<file path="src/rtl/cpu_types_pkg.sv">
// Shared CPU type definitions: machine word and direct-mapped icache views.
package cpu_types_pkg;

    typedef logic [31:0] word_t;

    // Default geometry (16 frames, one word per frame)
    localparam int ICACHE_IDX_W = 4;
    localparam int ICACHE_TAG_W = 32 - ICACHE_IDX_W - 2;

    typedef struct packed {
        logic [ICACHE_TAG_W-1:0] tag;
        logic [ICACHE_IDX_W-1:0] idx;
        logic [1:0]              bytoff;
    } icachef_t;

    typedef struct packed {
        logic                    valid;
        logic [ICACHE_TAG_W-1:0] tag;
        word_t                   data;
    } icache_frame_t;

    typedef enum logic {
        ICACHE_IDLE,
        ICACHE_FETCH
    } icache_state_t;

endpackage

</file>
<file path="src/rtl/icache_direct.sv">
// Direct-mapped, one-word-per-frame instruction cache with single-outstanding
// refill. Optional performance counters are built when ICACHE_PERF_EN is
// defined; otherwise hit_count/miss_count are tied to zero.
module icache_direct
    import cpu_types_pkg::*;
#(
    parameter int SETS = 16
) (
    input  logic        CLK,
    input  logic        nRST,
    input  logic        imemREN,
    input  logic [31:0] imemaddr,
    output logic        ihit,
    output logic [31:0] imemload,
    input  logic        flush,
    output logic        iREN,
    output logic [31:0] iaddr,
    input  logic        iwait,
    input  logic [31:0] iload,
    output logic [31:0] hit_count,
    output logic [31:0] miss_count
);

    localparam int IDX_W = $clog2(SETS);
    localparam int TAG_W = 30 - IDX_W;

    icache_state_t      state_q, state_d;
    logic [29:0]        miss_word_q, miss_word_d;
    logic               discard_q, discard_d;
    logic [SETS-1:0]    valid_q, valid_d;
    logic [TAG_W-1:0]   tag_q [SETS];
    logic [TAG_W-1:0]   tag_d [SETS];
    word_t              data_q [SETS];
    word_t              data_d [SETS];

    logic [IDX_W-1:0]   req_idx;
    logic [TAG_W-1:0]   req_tag;
    logic [IDX_W-1:0]   miss_idx;
    logic [TAG_W-1:0]   miss_tag;
    logic               lookup_hit;
    logic               fill_en;
    logic               unused_byteoff;

    assign req_idx        = imemaddr[IDX_W+1:2];
    assign req_tag        = imemaddr[31:IDX_W+2];
    assign miss_idx       = miss_word_q[IDX_W-1:0];
    assign miss_tag       = miss_word_q[29:IDX_W];
    assign lookup_hit     = imemREN && valid_q[req_idx] && (tag_q[req_idx] == req_tag);
    assign unused_byteoff = ^imemaddr[1:0];

    // State register with synchronous reset; valid bits live here too
    always_ff @(posedge CLK) begin
        if (nRST) begin
            state_q     <= ICACHE_IDLE;
            miss_word_q <= '0;
            discard_q   <= 1'b0;
            valid_q     <= '0;
        end else begin
            state_q     <= state_d;
            miss_word_q <= miss_word_d;
            discard_q   <= discard_d;
            valid_q     <= valid_d;
        end
    end

    // Tag and data storage carry no reset; only valid bits matter
    always_ff @(posedge CLK) begin
        tag_q  <= tag_d;
        data_q <= data_d;
    end

    // Next-state: miss latches the word address, fill completes on iwait low
    always_comb begin
        state_d     = state_q;
        miss_word_d = miss_word_q;
        discard_d   = discard_q;
        unique case (state_q)
            ICACHE_IDLE: begin
                discard_d = 1'b0;
                if (imemREN && !lookup_hit && !flush) begin
                    state_d     = ICACHE_FETCH;
                    miss_word_d = imemaddr[31:2];
                end
            end
            ICACHE_FETCH: begin
                if (!iwait) begin
                    state_d   = ICACHE_IDLE;
                    discard_d = 1'b0;
                end else if (flush) begin
                    // Remember the flush so a later fill word is dropped
                    discard_d = 1'b1;
                end
            end
            default: state_d = ICACHE_IDLE;
        endcase
    end

    // Outputs: combinational hit path and memory request
    always_comb begin
        ihit     = (state_q == ICACHE_IDLE) && lookup_hit && !flush;
        imemload = ihit ? data_q[req_idx] : '0;
        iREN     = (state_q == ICACHE_FETCH);
        iaddr    = {miss_word_q, 2'b00};
        fill_en  = (state_q == ICACHE_FETCH) && !iwait && !flush && !discard_q;
    end

    // Frame update: fill overwrites the indexed frame, flush clears all valids
    always_comb begin
        valid_d = valid_q;
        tag_d   = tag_q;
        data_d  = data_q;
        if (fill_en) begin
            valid_d[miss_idx] = 1'b1;
            tag_d[miss_idx]   = miss_tag;
            data_d[miss_idx]  = iload;
        end
        if (flush) begin
            valid_d = '0;
        end
    end

`ifdef ICACHE_PERF_EN
    logic [31:0] hit_count_q, hit_count_d;
    logic [31:0] miss_count_q, miss_count_d;

    // Counters advance on served hits and on each refill launch
    always_comb begin
        hit_count_d  = hit_count_q + {31'b0, ihit};
        miss_count_d = miss_count_q +
                       {31'b0, (state_q == ICACHE_IDLE) && (state_d == ICACHE_FETCH)};
    end

    // Counter registers, cleared only by reset
    always_ff @(posedge CLK) begin
        if (nRST) begin
            hit_count_q  <= '0;
            miss_count_q <= '0;
        end else begin
            hit_count_q  <= hit_count_d;
            miss_count_q <= miss_count_d;
        end
    end

    assign hit_count  = hit_count_q;
    assign miss_count = miss_count_q;
`else
    assign hit_count  = '0;
    assign miss_count = '0;
`endif

endmodule

</file>
<file path="config.mk">
export PLATFORM = sky130hd
export DESIGN_NAME = icache_direct
export DESIGN_NICKNAME = d
export VERILOG_FILES = /design/src/rtl/cpu_types_pkg.sv /design/src/rtl/icache_direct.sv
export SDC_FILE = /design/constraint.sdc
export NUM_CORES = 1
export LEC_CHECK = 0
export BUFFER_PORTS_ARGS = -buffer_cell sky130_fd_sc_hd__buf_2
export CORE_UTILIZATION = 40
export DETAILED_ROUTE_END_ITERATION = 10
export GPL_TIMING_DRIVEN = 0
export PLACE_DENSITY_LB_ADDON = 0.3
export SLEW_MARGIN = 20
export SYNTH_ARGS = -nofsm -noshare
export SYNTH_HDL_FRONTEND = slang
export SYNTH_SLANG_ARGS = --single-unit
</file>
<file path="constraint.sdc">
create_clock -name CLK -period 19.24 [get_ports CLK]
set_clock_uncertainty 0.15 [all_clocks]
set_input_delay 3.848 -clock CLK [delete_from_list [all_inputs] [get_ports CLK]]
set_output_delay 3.848 -clock CLK [all_outputs]
set_load 0.03 [all_outputs]
</file>
Word level (Yosys, flattened, before mapping):

Index checks and enable logic that the tools add are counted.

* magnitude comparators: 6
* mux-type cells: 23
* bitwise operators: 4
* reductions and logical operators: 17
* equality and inequality tests: 2

Operator list (count)
* $bwmux W512: 1
* $bwmux W416: 1
* $bmux W32 S4: 1
* $demux W32 S4: 1
* $mux W32: 4
* $bmux W26 S4: 1
* $demux W26 S4: 1
* $mux W26: 3
* $eq A26 B26 Y1: 1
* $or A16 B16 Y16: 1
* $logic_and A1 B1 Y1: 11
* $ge A5 B5 Y1 const B: 2
* $lt A4 B5 Y1 const B: 2
* $not A4 Y5: 2
* $mux W1: 6
* $lt A5 B1 Y1 const B: 1
* $bmux W1 S4: 1
* $demux W1 S4: 1
* $ge A4 B1 Y1 const B: 1
* $logic_not A1 Y1: 4
* $pmux W1 S2: 2
* $ne A3 B3 Y1 const B: 1
* $reduce_and A2 Y1: 1
* $reduce_or A2 Y1: 1
* $not A1 Y1: 1

* output and inout port bits: 130
* input bits: 69
* flip-flop bits (word level): 976
* logic and storage cells: 88

Depth between registers and ports, before layout:

* depth in word-level cells: 11
* gate-level depth with buffers: 13
* depth with buffers taken out: 8

Worst setup path after synthesis:

No wires, ideal clock.

* kind: input port to output port
* start point: input port imemaddr[2]
* end point: output port imemload[22]
* buffers on the path: 6
* data arrival time: 6.572 ns
* cell stages on the path: 9
* slack: 8.670 ns
* data required time: 15.242 ns
* cells stage by stage: buf_2 -> buf_4 -> buf_2 -> buf_4 -> buf_2 -> buf_2 -> mux4_2 -> mux4_2 -> and2_1

* word-level cells in the longest chain between the ends: 9
* elaborated cells on any way between the ends: 15
* classes of those cells: eq/ne: 1; mux: 9; bitwise: 1; reduce/logical: 4

Ends and longest elaborated chain
* start: declaration: line icache_direct.sv:12 `input logic [31:0] imemaddr,`
* $not A4 Y5 (not written as such): line icache_direct.sv:48, icache_direct.sv:101
* $bmux W26 S4: line icache_direct.sv:48 `assign lookup_hit = imemREN && valid_q[req_idx] && (tag_q[req_idx] == req_tag);`
* $mux W26 (not written as such) (2 in a row): line icache_direct.sv:48
* $eq A26 B26 Y1: line icache_direct.sv:48
* $logic_and A1 B1 Y1: line icache_direct.sv:48
* $logic_and A1 B1 Y1 (2 in a row): line icache_direct.sv:100 `ihit = (state_q == ICACHE_IDLE) && lookup_hit && !flush;`
* $mux W32 *: line icache_direct.sv:101 `imemload = ihit ? data_q[req_idx] : '0;`
* end: declaration: line icache_direct.sv:14 `output logic [31:0] imemload,`

Mark *: on every way between the ends. The rest lies on a longest branch, timed or not. The select of a mux whose other input is x is not followed.

Worst setup path in the final report:

* start point: input port imemaddr[5]
* end point: output port imemload[29]

Same word-level chain as after synthesis.

==> results_dict.tcl <==
set metrics [dict create \
    synth_edf_count 928 \
    tightest_slew_ps 1030 \
    synth_seq_cells 976 \
    post-dp-hpwl_um 64600 \
    postRouteWirelength_um 98100 \
    cts.reportedPaths.clkPinSlew_ps 60 \
    p_int_w 0.00340 \
    arrival_ps 8230 \
    path_cells "buf_2, buf_2, buf_1, clkbuf_1, nand3_1, nand3_1, xor2_1, nor4_1, o211a_1, and4_1, buf_4, and2_1, buf_2" \
    grt_max_degree 19 \
    cp-start-kind "input pin" \
    drc_errors 0 \
    die_area_mm2 0.0971 \
    critPathSlowestCell "buf_1" \
    stdcell_count 3469 \
    placed_cells 3293 \
    report.final.slew_viol_count 0 \
    p_sw_w 0.000932 \
    relSlewSlack 0.314 \
    synthesis.area_mm2 0.0383 \
    hold_viol 0 \
    multiInputGateArea_mm2 0.00888 \
    ctsHoldBuffers 0 \
    drive_above_1_share 0.340 \
    synth.avg_cell_area_um2 22.0 \
    regArea_mm2 0.0288 \
    comb_power_share 0.054 \
    synth-async-reset-ratio 0 \
    yosys.area.top_type "edfxtp_1" \
    switching_share 0.215 \
    die_w_um 312 \
    ys.flop_type "edfxtp_1" \
    area_growth_pct 18.2 \
    routedWlPerCell_um 28.3 \
    clockBufferDepth 3 \
    cap_violations 0 \
    finalCoreUtilization 0.477 \
    seq_area_frac_synth 0.752 \
    setup_viol 0 \
    syn_inst 1746 \
    yosys_warnings 0 \
    p_leak_nw 14.7 \
    grt_pass1_wl_um 139000 \
    tns_ps 0 \
    cp_slowest_stage_delay_ps 660 \
    grt_pass1_vias 19501 \
    crit_path_frequent_cell "buf_2" \
    postRouteAntennaNets 0 \
    die_y_um 312 \
    rows 113 \
    synth_top_area_frac 0.727 \
    grt_antenna_before_repair 7 \
    io_pins 199 \
    grt.total_usage 0.203 \
    grt_overflow 0 \
    h-tree-depth 3 \
    cts.sinks 976 \
    post-cts-setup-buffers 0 \
    ys_top_cells_by_area "edfxtp_1 (73%), mux4_2 (15%), dfxtp_1 (2.5%)" \
    viasPerCell 5.44 \
    cellPowerDensity_mw_per_mm2 95.7 \
    port_buffers 126 \
    initial_core_util 0.403 \
    cts_buffers 96 \
    place_congestion 0.815 \
    hold_path.class "flip-flop to flip-flop" \
    fin_crit_sh 0.636 \
    vias 18862 \
    rsz0062_at_grt "false" \
    tritoncts "yes" \
    clkPwrFrac 0.406 \
    drt-pass1-iter-count 5 \
    required_ps 15240 \
    insertion_delay_ps 670 \
    core_mm2 0.0950 \
    nFillCells 7830 \
    fin_nets 2195 \
    critical_path_class "input pin to output port" \
    drt_iter0_markers 2318 \
    finalCriticalPeriod_ps 12230 \
    synth.distinct_cells 55 \
    endpoint_kind "output port" \
    cts.repair.resized 0 \
    seq_power_share 0.541 \
    clock.fmax_mhz 81.8 \
    cts-root-buf "clkbuf_16" \
    cp_max_fo 10 \
    irDropWorstVdd_v 0.0000716 \
    status "finished clean" \
]
[power by group through the flow]
stage,clock [W],combinational (W),sequential [W]
detailed placement,0,0.000234,0.00239
global placement,0,0.000228,0.00239
floorplan,0,0.000146,0.00239
global route,0.00186,0.000246,0.00234
finish,0.00176,0.000232,0.00234
CTS,0.00179,0.000234,0.00234
[layout by cell type (no fill, tap or decap), types with 34 or more instances in the layout]
cell type,count
clkbuf_1,50
nand2b_1,65
mux4_2,259
buf_2,155
mux2i_1,84
buf_4,113
clkbuf_16,96
dfxtp_1,48
conb_1,66
edfxtp_1,928
and2_1,34
[path summary, 6_finish.rpt]
check                                             start                 endpoint  slack [ps]  cells past startpoint
worst max-delay path                        imemaddr[5]             imemload[29]        7010                     13
worst min-delay path            valid_q[8]$_SDFFE_PP0P_  valid_q[8]$_SDFFE_PP0P_         310                      1
worst max register to register          iREN$_SDFF_PP0_    data_q[228]$_DFFE_PP_       15800                      8
worst min register to register  valid_q[8]$_SDFFE_PP0P_  valid_q[8]$_SDFFE_PP0P_         310                      1
[cell usage after synthesis, types with 2 or more instances]
master / instances
a22o_1: 7
nand2b_1: 65
o21ai_0: 6
clkbuf_1: 26
edfxtp_1: 928
buf_2: 29
and2_1: 34
nand4_1: 2
a22oi_1: 6
nor4_1: 2
or3_1: 3
and3_1: 3
nor2b_1: 5
buf_4: 79
buf_6: 8
o211ai_1: 2
o21a_1: 16
mux2i_1: 84
a31oi_1: 2
nand3b_1: 2
a21oi_1: 5
dfxtp_1: 48
inv_1: 3
nor2_1: 19
nand2_1: 9
o22ai_1: 7
xnor2_1: 18
nor3_1: 7
nand3_1: 6
mux2_2: 7
xor2_1: 18
mux4_2: 259
buf_1: 9
[worst max-delay path, delay by kind of cell]
family	cells	cell delay, ps
AOI/OAI and AO/OA	1	270
xor gates and xnor gates	1	180
buffers and inverters	6	2380
and+or+nand+nor	5	1500
[per-stage QoR]
stage | power [W] | instance area, um2 | hold WS [ps] | setup WS, ps
detailed placement | 0.00262 | 42400 | 300 | 7020
global placement | 0.00262 | 40800 | 292 | 2880
floorplan | 0.00254 | 38600 | 285 | 8670
CTS | 0.00437 | 45300 | 314 | 7010
global route | 0.00445 | 45300 | 334 | 6900
finish | 0.00434 | 45300 | 313 | 7010
[per-layer routing]
layer	GRT usage	routed length (um)
met5	0.00988	179
met4	0.0638	2770
met3	0.0399	7980
met2	0.330	47900
met1	0.275	39300
[cell families (layout without fill, tap and decap cells)]
| group | after synthesis | after routing | share of synthesized area |
|---|---|---|---|
| AOI/OAI and AO/OA | 64 | 64 | 0.0128 |
| xor gates and xnor gates | 36 | 36 | 0.00823 |
| buffers and inverters | 155 | 544 | 0.0254 |
| DFF | 976 | 976 | 0.752 |
| muxes | 350 | 350 | 0.176 |
| other | 1 | 70 | 0.0000978 |
| and+or+nand+nor | 164 | 164 | 0.0251 |
[registers in the layout (all words and copies together), names as in the netlist]
name         cells
valid_q         16
tag_q          416
miss_word_q     30
iREN             1
data_q         512
discard_q        1
[layout make-up]
type / instances / share of cell area
sequential: 976 / 0.636
multi-input combinational: 680 / 0.196
antenna: 4 / 0.000221
tap: 1265 / 0.0349
inverter: 4 / 0.000331
clock inverter: 46 / 0.00829
clock buffer: 126 / 0.0560
timing repair buffer: 217 / 0.0466
buffer: 151 / 0.0213
Note: power is estimated with default switching activity, not from simulation.
